--- src/rtl/hdlverifier_jtag_dr_responder.sv ---
// hdlverifier_jtag_dr_responder
// User data-register engine behind a JTAG BSCAN wrapper, entirely in the tck
// domain. Host scans are deserialized into commands (NOP / WRITE / READ-ACK /
// CLEAR). WRITE payloads go through a small command FIFO. A single holding
// register returns one response word, plus status, on the next capture.
//
// Ports:
//   tck, jtag_reset                  clock (rising edge), async active-high reset
//   tdi, tdo                         serial in/out, LSB first; tdo = sr[0]
//   capture_dr, shift_dr, update_dr  TAP strobes, already qualified by select
//   cmd_data, cmd_valid, cmd_ready   command FIFO head, popped on valid&&ready
//   rsp_data, rsp_valid, rsp_ready   response offer; rsp_ready = !hold_valid
//   overflow, frame_err              sticky error flags, cleared by CLEAR
module hdlverifier_jtag_dr_responder #(
  parameter int DATA_WIDTH = 32,
  parameter int FIFO_DEPTH = 4
) (
  input  logic                  tck,
  input  logic                  jtag_reset,
  input  logic                  tdi,
  output logic                  tdo,
  input  logic                  capture_dr,
  input  logic                  shift_dr,
  input  logic                  update_dr,
  output logic [DATA_WIDTH-1:0] cmd_data,
  output logic                  cmd_valid,
  input  logic                  cmd_ready,
  input  logic [DATA_WIDTH-1:0] rsp_data,
  input  logic                  rsp_valid,
  output logic                  rsp_ready,
  output logic                  overflow,
  output logic                  frame_err
);
  localparam int L  = DATA_WIDTH + 4;
  localparam int BW = $clog2(L + 2);
  localparam int PW = $clog2(FIFO_DEPTH);
  localparam int CW = $clog2(FIFO_DEPTH + 1);
  localparam logic [BW-1:0] BCNT_L   = BW'(L);
  localparam logic [BW-1:0] BCNT_MAX = BW'(L + 1);
  localparam logic [CW-1:0] CNT_FULL = CW'(FIFO_DEPTH);

  localparam logic [1:0] OP_WRITE = 2'b01;
  localparam logic [1:0] OP_ACK   = 2'b10;
  localparam logic [1:0] OP_CLEAR = 2'b11;

  logic [L-1:0]                           sr;
  logic [BW-1:0]                          bcnt;
  logic [FIFO_DEPTH-1:0][DATA_WIDTH-1:0]  mem;
  logic [PW-1:0]                          wptr, rptr;
  logic [CW-1:0]                          count;
  logic [DATA_WIDTH-1:0]                  hold_data;
  logic                                   hold_valid;

  logic       fifo_full, pop, upd, len_ok, cmd_ok, push, drop;
  logic [1:0] op;

  assign tdo       = sr[0];
  assign fifo_full = (count == CNT_FULL);
  assign cmd_valid = (count != '0);
  // Gate the head so an empty FIFO shows zero rather than a stale entry.
  assign cmd_data  = cmd_valid ? mem[rptr] : '0;
  assign rsp_ready = !hold_valid;
  assign pop       = cmd_valid && cmd_ready;

  // Update only acts when no higher-priority strobe is present.
  assign upd    = update_dr && !capture_dr && !shift_dr;
  assign len_ok = (bcnt == BCNT_L);
  assign cmd_ok = upd && len_ok;
  assign op     = sr[DATA_WIDTH+1:DATA_WIDTH];
  // A same-cycle pop frees a slot, so a full FIFO still accepts the word.
  assign push   = cmd_ok && (op == OP_WRITE) && (!fifo_full || pop);
  assign drop   = cmd_ok && (op == OP_WRITE) && fifo_full && !pop;

  always_ff @(posedge tck or posedge jtag_reset) begin
    if (jtag_reset) begin
      sr         <= '0;
      bcnt       <= '0;
      mem        <= '0;
      wptr       <= '0;
      rptr       <= '0;
      count      <= '0;
      hold_data  <= '0;
      hold_valid <= 1'b0;
      overflow   <= 1'b0;
      frame_err  <= 1'b0;
    end else begin
      if (capture_dr) begin
        sr   <= {frame_err, overflow, fifo_full, hold_valid, hold_data};
        bcnt <= '0;
      end else if (shift_dr) begin
        sr <= {tdi, sr[L-1:1]};
        if (bcnt != BCNT_MAX) bcnt <= bcnt + 1'b1;
      end

      if (push) begin
        mem[wptr] <= sr[DATA_WIDTH-1:0];
        wptr      <= wptr + 1'b1;
      end
      if (pop) rptr <= rptr + 1'b1;
      case ({push, pop})
        2'b10:   count <= count + 1'b1;
        2'b01:   count <= count - 1'b1;
        default: ;
      endcase

      if (drop)              overflow  <= 1'b1;
      if (upd && !len_ok)    frame_err <= 1'b1;
      // Written last so CLEAR beats any same-cycle set.
      if (cmd_ok && op == OP_CLEAR) begin
        overflow  <= 1'b0;
        frame_err <= 1'b0;
      end

      if (cmd_ok && op == OP_ACK) hold_valid <= 1'b0;
      // Acceptance requires hold_valid == 0, so it never races a real ACK.
      if (rsp_valid && rsp_ready) begin
        hold_data  <= rsp_data;
        hold_valid <= 1'b1;
      end
    end
  end
endmodule

--- config.mk ---
export PLATFORM = sky130hd
export DESIGN_NAME = hdlverifier_jtag_dr_responder
export DESIGN_NICKNAME = d
export VERILOG_FILES = /design/src/rtl/hdlverifier_jtag_dr_responder.sv
export SDC_FILE = /design/constraint.sdc
export NUM_CORES = 1
export LEC_CHECK = 0
export CAP_MARGIN = 5
export CORE_ASPECT_RATIO = 0.9
export CORE_MARGIN = 8
export CORE_UTILIZATION = 55
export CTS_BUF_LIST = sky130_fd_sc_hd__clkbuf_8
export CTS_CLUSTER_SIZE = 20
export DETAILED_ROUTE_END_ITERATION = 10
export PLACE_DENSITY = 0.79
export SLEW_MARGIN = 20
export SYNTH_ARGS = -nofsm -noshare
export SYNTH_HDL_FRONTEND = slang
export SYNTH_SLANG_ARGS = --single-unit
--- constraint.sdc ---
create_clock -name tck -period 8.2 [get_ports tck]
set_input_delay 1.64 -clock tck [delete_from_list [all_inputs] [get_ports tck]]
set_output_delay 1.64 -clock tck [all_outputs]
set_load 0.02 [all_outputs]
==> results of run 1 <==
-- area by class of cell --
cell class | count | area (um^2)
Tap cell | 240 | 300
Fill cell | 1270 | 6050
Multi-Input combinational cell | 401 | 4070
Inverter | 9 | 41.3
Timing Repair Buffer | 88 | 881
Clock buffer | 48 | 661
Sequential cell | 212 | 5310
Clock inverter | 17 | 76.3
-- registers in the layout, summed over array words and instances, names as in the netlist --
register,cells
wptr,2
rptr,2
mem,128
sr,36
count,3
hold_valid,1
hold_data,32
overflow,1
frame_err,1
bcnt,6
-- worst max-delay path, cell delays in order (launching register included) --
cell             delay (ns)
dfrtp_2                0.68
buf_4                  0.48
mux4_2                 0.60
and2_1                 0.18
clkdlybuf4s50_1        0.54
-- cells in the final DEF (no fill, tap or decap), types with 6 or more instances in the layout --
cell	n
buf_4	10
mux2_4	30
mux4_2	32
nand2_1	40
dfrtp_1	211
mux2_2	126
o21ai_0	36
and2_1	33
mux2i_1	38
clkdlybuf4s50_1	74
clkbuf_8	48
nand4_1	7
mux2_1	6
ha_1	8
inv_1	19
-- routing by layer --
| metal | part of all wire | up-vias | track usage |
|---|---|---|---|
| li1 | - | 2558 | - |
| met1 | 0.43 | 2945 | 0.244 |
| met2 | 0.50 | 114 | 0.319 |
| met3 | 0.044 | 38 | 0.0386 |
| met4 | 0.019 | 0 | 0.0628 |
| met5 | 0 | - | 0 |
-- how the worst max path moves through the flow --
stage | from | to | slack [ns] | cells past startpoint
2_1_floorplan | jtag_reset | bcnt[0]$_DFFE_PP0P_ | 0.77 | 1
3_3_place_gp | rptr[0]$_DFFE_PP0P_ | cmd_data[23] | 4.00 | 4
3_5_place_dp | cmd_ready | mem[38]$_DFFE_PP0P_ | 3.97 | 5
4_1_cts | rptr[0]$_DFFE_PP0P_ | cmd_data[23] | 3.45 | 4
5_1_grt | rptr[0]$_DFFE_PP0P_ | cmd_data[23] | 3.33 | 4
6_report | rptr[0]$_DFFE_PP0P_ | cmd_data[23] | 3.53 | 4
-- where the power goes --
| part | switching (mW) | total (mW) | leakage [nW] | internal, mW |
|---|---|---|---|---|
| Clock | 0.411 | 0.934 | 0.420 | 0.523 |
| Sequential | 0.168 | 1.34 | 2.81 | 1.18 |
| Combinational | 0.203 | 0.418 | 2.15 | 0.215 |
-- logic make-up (layout without fill, tap and decap cells) --
logic type               after synthesis  count (layout)  share of synthesized area
adder cells (fa/ha/maj)                9               9                     0.0125
multiplexers                         232             232                      0.316
buffers and inverters                 55             162                     0.0267
flip-flops                           212             212                      0.551
AO/OA/AOI/OAI                         47              47                     0.0267
XOR/XNOR                               7               7                    0.00637
AND/OR/NAND/NOR                      106             106                     0.0607
==> impl_results.md, run 1 <==
- Global-route wire length before repair: between 30 and 40 mm
- Initial antenna violation count: 0
- Max frequency: approximately 210 MHz
- Area grow syn2layout: 17.8%
- Clock root cell: clkbuf_8
- # rows: 46
- Post-route ant nets: 0
- Die span in x: 155 um
- Die area: about 22000 um^2
- Worst slack, placed: between 3 and 4 ns
- WHS: 0.477 ns
- Final Skew: 0.0226 ns
- Distinct cell type count after synthesis: a little over 40
- CP max FO: 21
- Worst Path Arrival: 3.03 ns
- Maxcap violations: 0
- Vias in the first global route: around 6.5k
- Avg WL per Cell: approximately 20 um
- Initial Utilization: 0.554
- Reg2Reg Launch Point: count[0]$_DFFE_PP0P_
- I/O pins: 77
- Area share of the largest cell type after synthesis: 0.551
- Status: finished clean
- DRT iter0 DRCs: 316
- Final period utilization: 0.570
- Hold WC Path Type: register to register
- YS warnings: 0
- DP Wirelength: between 10 and 15 mm
- Cell count after synthesis: between 600 and 700
- Total routed wirelength: around 20 mm
- Placed insts: about 950
- Fin crit period: between 4 and 5 ns
- I/O Buffers: 76
- Reg2Reg Depth: 4
- Clock transition at the registers of the reported paths: around 0.060 ns
- Gpl congestion: between 0.7 and 0.8
- CP endpoint kind: output port
- Overflow after GRT: 0
- Count leader, synth: dfrtp_1
- Fin cells: roughly 1k
- Ant diodes: 0
- Drt pass-1 iters: 4
- Hold Startpoint: hold_data[24]$_DFFE_PP0P_
- Final setup vio count: 0
- Cell taking the most area after synthesis: dfrtp_1
- Placed standard-cell area: around 11000 um^2
- Post-CTS Resized: 0
- Setup Buffers After CTS: 0
- Reg2Reg Setup Slack: around 5.6 ns
- Hold buffers post-CTS: 0
- Post-synth EDFFs: 0
- Mean Syn Cell Area: 14.4 um^2
- WP data required: roughly 6.6 ns
- PnR worst setup slack: 3.53 ns
- VDD IR max: about 160 uV
- Area of the mapped netlist: 9620 um^2
- Final Util: 0.652
- Bufs on Longest Clock Path: 3
- Most common flop cell mapped by yosys: dfrtp_1
- Final setup TNS: 0 ns
- Asr flop ratio synth: 1.00
- RSZ-0062 raised after global routing: false
- Post-synthesis net count: about 720
- RR Endpoint: mem[38]$_DFFE_PP0P_
- Relative slew slack: 0.379
- Clock Latency Late Sink: 0.51 ns
- CTS buffer count: 36
- Pleak: ~5.4 nW
- Clock tree from TritonCTS: done
- Synth top cells by count: 212 x dfrtp_1, 126 x mux2_2, 40 x nand2_1, 38 x mux2i_1, 36 x o21ai_0
- Fin nets: between 700 and 800
- Sequential share of the synthesized area: 0.551
- Routed vias: 5655
- Tot GR Track Use: 0.190
- Final instance area: 11300 um^2
- Worst hold endpoint: sr[24]$_DFFE_PP0P_
- Worst-Margin Slew: 0.932 ns
- H-tree levels: 2
- Setup CP Type: register to output port
- DR DRC count: 0
- Hold Crit Depth: 2
- Yosys reg bits: 212
- Total clock sinks: around 210
- Core region area: between 15000 and 20000 um^2
- Fin. Hold Viols: 0
- Vias per cell: 5.57
- Final slew viol count: 0
- Area contributors post-synth: dfrtp_1 55%, mux2_2 15%, mux4_2 7.5%
- Largest net degree at the start of global routing: roughly 140
- Pwr Density: ~240 nW/um^2
- Critical Path Source Type: register
- Die span in y: 141 um
- Total design power: roughly 2.7 mW
- Layout cells sized above 1: 0.338
(Power assumes the default switching activity.)
==> inputs of run 2 (changes only) <==
--- a/config.mk
+++ b/config.mk
@@ -12,7 +12,7 @@
 export CTS_BUF_LIST = sky130_fd_sc_hd__clkbuf_8
 export CTS_CLUSTER_SIZE = 20
 export DETAILED_ROUTE_END_ITERATION = 10
-export PLACE_DENSITY = 0.79
+export PLACE_DENSITY = 0.82
 export SLEW_MARGIN = 20
 export SYNTH_ARGS = -nofsm -noshare
 export SYNTH_HDL_FRONTEND = slang
==> constraint.sdc (replaced) <==
create_clock -name tck -period 3.9 [get_ports tck]
set_input_delay 0.78 -clock tck [delete_from_list [all_inputs] [get_ports tck]]
set_output_delay 0.78 -clock tck [all_outputs]
set_load 0.02 [all_outputs]
==> impl_results.md, run 2 (synthesis gave the netlist of run 1 again) <==
- Avg WL per Cell: 19.8 um
- Hold WC Path Type: register to register
- Worst slack, placed: roughly 0.78 ns
- Slowest CP cell: mux4_2
- RSZ-0062 raised after global routing: false
- Core region area: approximately 17000 um^2
- Fin. Hold Viols: 0
- Setup Buffers After CTS: 0
- Bufs on Longest Clock Path: 3
- Post-CTS Resized: 0
- Fin crit period: around 3.4 ns
- Clock Latency Late Sink: about 0.52 ns
- Max reg flops: between 100 and 150
- Maxcap violations: 0
- Reg2Reg Depth: 8
- Ant diodes: 0
- Largest net degree at the start of global routing: 75
- Gpl congestion: 0.776
- Biggest register: mem
- Seq pwr share: 0.493
- Initial Utilization: 0.554
- Clock root cell: clkbuf_8
- DP Wirelength: 13.2 mm
- Drt pass-1 iters: 4
- DRT iter0 DRCs: between 300 and 400
- Worst-Margin Slew: 0.730 ns
- Post-route ant nets: 0
- Final slew viol count: 0
- Overflow after GRT: 0
- Total design power: 5.64 mW
- CP cell instances: buf_4 > mux4_2 > and2_1 > clkdlybuf4s50_1
- Vias per cell: 5.58
- Critical Path Source Type: register
- Largest stage delay, worst path: around 0.55 ns
- Hold Crit Depth: 2
- Final Skew: about 0.024 ns
- H-tree levels: 2
- Fin nets: just over 800
- Cell family with most CP delay: buffers and inverters
- Pwr Density: between 400 and 500 nW/um^2
- Die span in x: between 150 and 200 um
- Placed insts: 958
- Switch share: 0.289
- PnR worst setup slack: around 0.47 ns
- Final setup TNS: 0 ns
- Clock transition at the registers of the reported paths: 0.06 ns
- Area grow syn2layout: 18.1%
- CP endpoint kind: output port
- Die span in y: ~140 um
- VDD IR max: approximately 230 uV
- Initial antenna violation count: 0
- Final Util: 0.654
- Clock tree from TritonCTS: done
- I/O pins: 77
- Worst Path Arrival: 2.65 ns
- Final period utilization: 0.880
- Pleak: about 5.4 nW
- Relative slew slack: 0.513
- Global-route wire length before repair: roughly 34 mm
- CP max FO: 12
- Max frequency: between 200 and 300 MHz
- Status: finished clean
- Final setup vio count: 0
- Clock share of power: 0.341
- Layout cells sized above 1: 0.338
- Routed vias: around 5.7k
- Most frequent cells in the layout: 211 x dfrtp_1, 126 x mux2_2, 74 x clkdlybuf4s50_1
- Worst path bufs/invs: 2
- Total routed wirelength: between 20 and 25 mm
- Hold buffers post-CTS: 0
- Cell-internal power: approximately 4 mW
- Die area: ~22000 um^2
- Tot GR Track Use: 0.194
- CP Depth: 4
- Comb power frac: 0.166
- I/O Buffers: 76
- WP data required: around 3.1 ns
- DR DRC count: 0
- Largest regs: mem: 128 flops, sr: 36 flops, hold_data: 32 flops
- Setup CP Type: register to output port
- Fin cells: slightly above 1k
- Psw: between 1.5 and 2 mW
- Most common cell after layout, fill and taps aside: dfrtp_1
- # rows: between 40 and 50
- CTS buffer count: 36
- Vias in the first global route: roughly 6.4k
- Total clock sinks: around 210
run 2: cell types whose count changed in the layout (fill, tap and decap cells not counted), moves of 2 or more:
cell / change
clkinv_2: -3
inv_1: +4
buf_16: -2
clkbuf_8: -5
buf_12: +4
buf_4: +6
run 2: worst paths after layout:
path                       slack, ns                        end                startpoint
setup / recovery                0.47               cmd_data[10]       rptr[0]$_DFFE_PP0P_
hold / removal                  0.47          sr[0]$_DFFE_PP0P_  hold_data[0]$_DFFE_PP0P_
setup reg to reg                1.37       count[2]$_DFFE_PP0P_      count[0]$_DFFE_PP0P_
hold reg to reg                 0.47          sr[0]$_DFFE_PP0P_  hold_data[0]$_DFFE_PP0P_
max in group asynchronous       2.23  hold_data[15]$_DFFE_PP0P_                jtag_reset
min in group asynchronous       0.68  hold_data[28]$_DFFE_PP0P_                jtag_reset
run 2: cell type report:
| cell class | instances | area, um^2 |
|---|---|---|
| Multi-Input combinational cell | 401 | 4070 |
| Clock buffer | 43 | 592 |
| Sequential cell | 212 | 5310 |
| Clock inverter | 19 | 108 |
| Inverter | 9 | 37.5 |
| Fill cell | 1234 | 6020 |
| Tap cell | 240 | 300 |
| Timing Repair Buffer | 96 | 951 |
run 2: per-layer routing:
metal | global-route usage | share of wire | vias up
li1 | - | - | 2567
met4 | 0.0776 | 0.026 | 0
met3 | 0.0398 | 0.067 | 37
met2 | 0.320 | 0.49 | 156
met1 | 0.248 | 0.41 | 2932
met5 | 0 | 0 | -
run 2: worst register-to-register path: stages, from the launching register on:
cell and delay, ns:
dfrtp_1 0.43, or3_2 0.83, and2_1 0.33, ha_1 0.23, inv_1 0.07, fa_1 0.18
xor2_1 0.14, nor2_1 0.06, xor2_1 0.14
run 2: per-stage QoR:
stage / instance area (um^2) / hold WS, ns
floorplan: 9630 / 0.446
global placement: 10700 / 0.461
detailed placement: 10700 / 0.468
CTS: 11400 / 0.481
global route: 11400 / 0.498
finish: 11400 / 0.474
run 2: power by group through the flow:
stage	Sequential, mW	Clock (mW)	Combinational [mW]
floorplan	2.69	0	0.723
global placement	2.79	0	0.922
detailed placement	2.81	0	0.959
CTS	2.78	1.97	0.962
global route	2.83	2.06	1.04
finish	2.78	1.92	0.935
==> inputs of run 3 (changes only) <==
--- a/config.mk
+++ b/config.mk
@@ -12,7 +12,7 @@
 export CTS_BUF_LIST = sky130_fd_sc_hd__clkbuf_8
 export CTS_CLUSTER_SIZE = 20
 export DETAILED_ROUTE_END_ITERATION = 10
-export PLACE_DENSITY = 0.82
+export PLACE_DENSITY = 0.79
 export SLEW_MARGIN = 20
 export SYNTH_ARGS = -nofsm -noshare
 export SYNTH_HDL_FRONTEND = slang
==> impl_results.md, run 3 (synthesis gave the netlist of run 1 again) <==
- Most common cell after layout, fill and taps aside: dfrtp_1
- Clock Latency Late Sink: ~0.53 ns
- I/O Buffers: 76
- CP max FO: 18
- DR DRC count: 0
- Met2 Resource Use GR: 0.323
- Most frequent cells in the layout: 211 x dfrtp_1, 126 x mux2_2, 74 x clkdlybuf4s50_1
- Fin. Hold Viols: 0
- Layout cells sized above 1: 0.337
- GRT busiest layer: met2
- Setup CP Type: register to output port
- Worst Path Arrival: around 2.7 ns
- Fin crit period: about 3.5 ns
- Worst-Margin Slew: slightly above 0.8 ns
- Gpl congestion: roughly 0.80
- Initial Utilization: 0.554
- Hold Crit Depth: 2
- Final period utilization: 0.887
- Clock transition at the registers of the reported paths: about 0.060 ns
- Filler Cell Count: roughly 1.3k
- Bufs on Longest Clock Path: 3
- Core region area: roughly 17000 um^2
- Final instance area: ~11000 um^2
- H-tree levels: 2
- Max reg flops: 128
- Tot GR Track Use: 0.192
- Placed standard-cell area: 10600 um^2
- Global-route wire length before repair: roughly 34 mm
- Routed vias: between 5k and 6k
- Final setup TNS: 0 ns
- VDD IR max: ~340 uV
- Relative slew slack: 0.446
- Reg2Reg Depth: 6
- Largest regs: mem: 128 flops, sr: 36 flops, hold_data: 32 flops
- Hold Startpoint: hold_data[27]$_DFFE_PP0P_
- Vias in the first global route: about 6.5k
- Final setup vio count: 0
- Largest net degree at the start of global routing: 59
- RR Endpoint: mem[110]$_DFFE_PP0P_
- CP endpoint kind: output port
- Maxcap violations: 0
- Fin nets: 801
- Hold WC Path Type: register to register
- Met1 usage: 0.241
- Die span in x: roughly 160 um
- Critical Path Source Type: register
- GR Layer Usage met3: 0.0410
- Hold buffers post-CTS: 0
- Pwr Density: ~500 nW/um^2
- Total clock sinks: 212
- RSZ-0062 raised after global routing: false
- Area grow syn2layout: 17.5%
- DRT iter0 DRCs: roughly 360
- Reg2Reg Launch Point: bcnt[0]$_DFFE_PP0P_
- Final slew viol count: 0
- Status: finished clean
- Pleak: roughly 5.4 nW
- Clock tree from TritonCTS: done
- Die area: about 22000 um^2
- Reg2Reg Setup Slack: about 1.3 ns
- Drt pass-1 iters: 4
- Setup Buffers After CTS: 0
- Post-route ant nets: 0
- DP Wirelength: about 13 mm
- Worst hold endpoint: sr[27]$_DFFE_PP0P_
- Ant diodes: 0
- CTS buffer count: 36
- # rows: 46
- Overflow after GRT: 0
- Clock root cell: clkbuf_8
- Final Skew: around 0.023 ns
- Biggest register: mem
- WP data required: 3.12 ns
- Max frequency: around 290 MHz
- Vias per cell: about 5.6
- Initial antenna violation count: 0
- Total routed wirelength: between 20 and 25 mm
- I/O pins: 77
- Avg WL per Cell: between 15 and 20 um
- Post-CTS Resized: 0
- Die span in y: 141 um
==> run 3: changes by cell type in the layout (fill, tap and decap cells not counted) <==
cell | before | now
buf_4 | 16 | 13
inv_1 | 23 | 20
clkinvlp_4 | 2 | 4
buf_12 | 4 | 3
bufinv_16 | 1 | 0
clkbuf_8 | 43 | 44
clkinv_2 | 1 | 2
inv_6 | 1 | 0
or3_1 | 1 | 2
or3_2 | 1 | 0
==> run 3: routing by layer <==
layer  share of wire  wire length (um)  vias to the layer above
met5               0                 0                        -
met4           0.024               488                        0
met3           0.048               971                       40
met2            0.50             10100                      122
met1            0.43              8640                     3003
li1                -                 -                     2557
==> run 3: power by group <==
group	switching (mW)	total, mW	internal [mW]
clock network	0.855	1.87	1.02
registers	0.318	2.79	2.47
logic	0.467	0.930	0.464
total	1.64	5.59	3.95
==> run 3: worst max-delay path, stage by stage, from the launching register on <==
cell             delay, ns
dfrtp_1               0.45
or3_1                 0.68
buf_4                 0.32
and2_1                0.16
clkdlybuf4s50_1       0.54
==> run 3: per-stage QoR <==
stage / worst slack, ns / instances / hold WS (ns) / total power, mW / utilization
after floorplan: 0.364 / 668 / 0.446 / 3.42 / -
after global placement: 0.777 / 954 / 0.462 / 3.72 / 0.611
after detailed placement: 0.757 / 954 / 0.469 / 3.77 / 0.611
after CTS: 0.395 / 1015 / 0.479 / 5.66 / 0.650
after global routing: 0.308 / 1015 / 0.501 / 5.89 / 0.650
final: 0.441 / 1015 / 0.473 / 5.59 / 0.650
==> run 3: how the worst max path moves through the flow <==
stage	start	cells past startpoint	end
finish	count[0]$_DFFE_PP0P_	4	cmd_data[10]
global route	rptr[0]$_DFFE_PP0P_	4	cmd_data[27]
CTS	rptr[0]$_DFFE_PP0P_	4	cmd_data[27]
detailed placement	update_dr	5	mem[101]$_DFFE_PP0P_
global placement	update_dr	5	mem[110]$_DFFE_PP0P_
floorplan	jtag_reset	1	bcnt[0]$_DFFE_PP0P_
==> run 3: final cells by class <==
type,instances,area (um^2),share of cell area
sequential,212,5310,0.469
multi-input combinational,401,4070,0.360
timing repair buffer,92,908,0.0804
clock buffer,44,606,0.0536
tap,240,300,0.0266
clock inverter,17,77.6,0.00686
inverter,9,37.5,0.00332
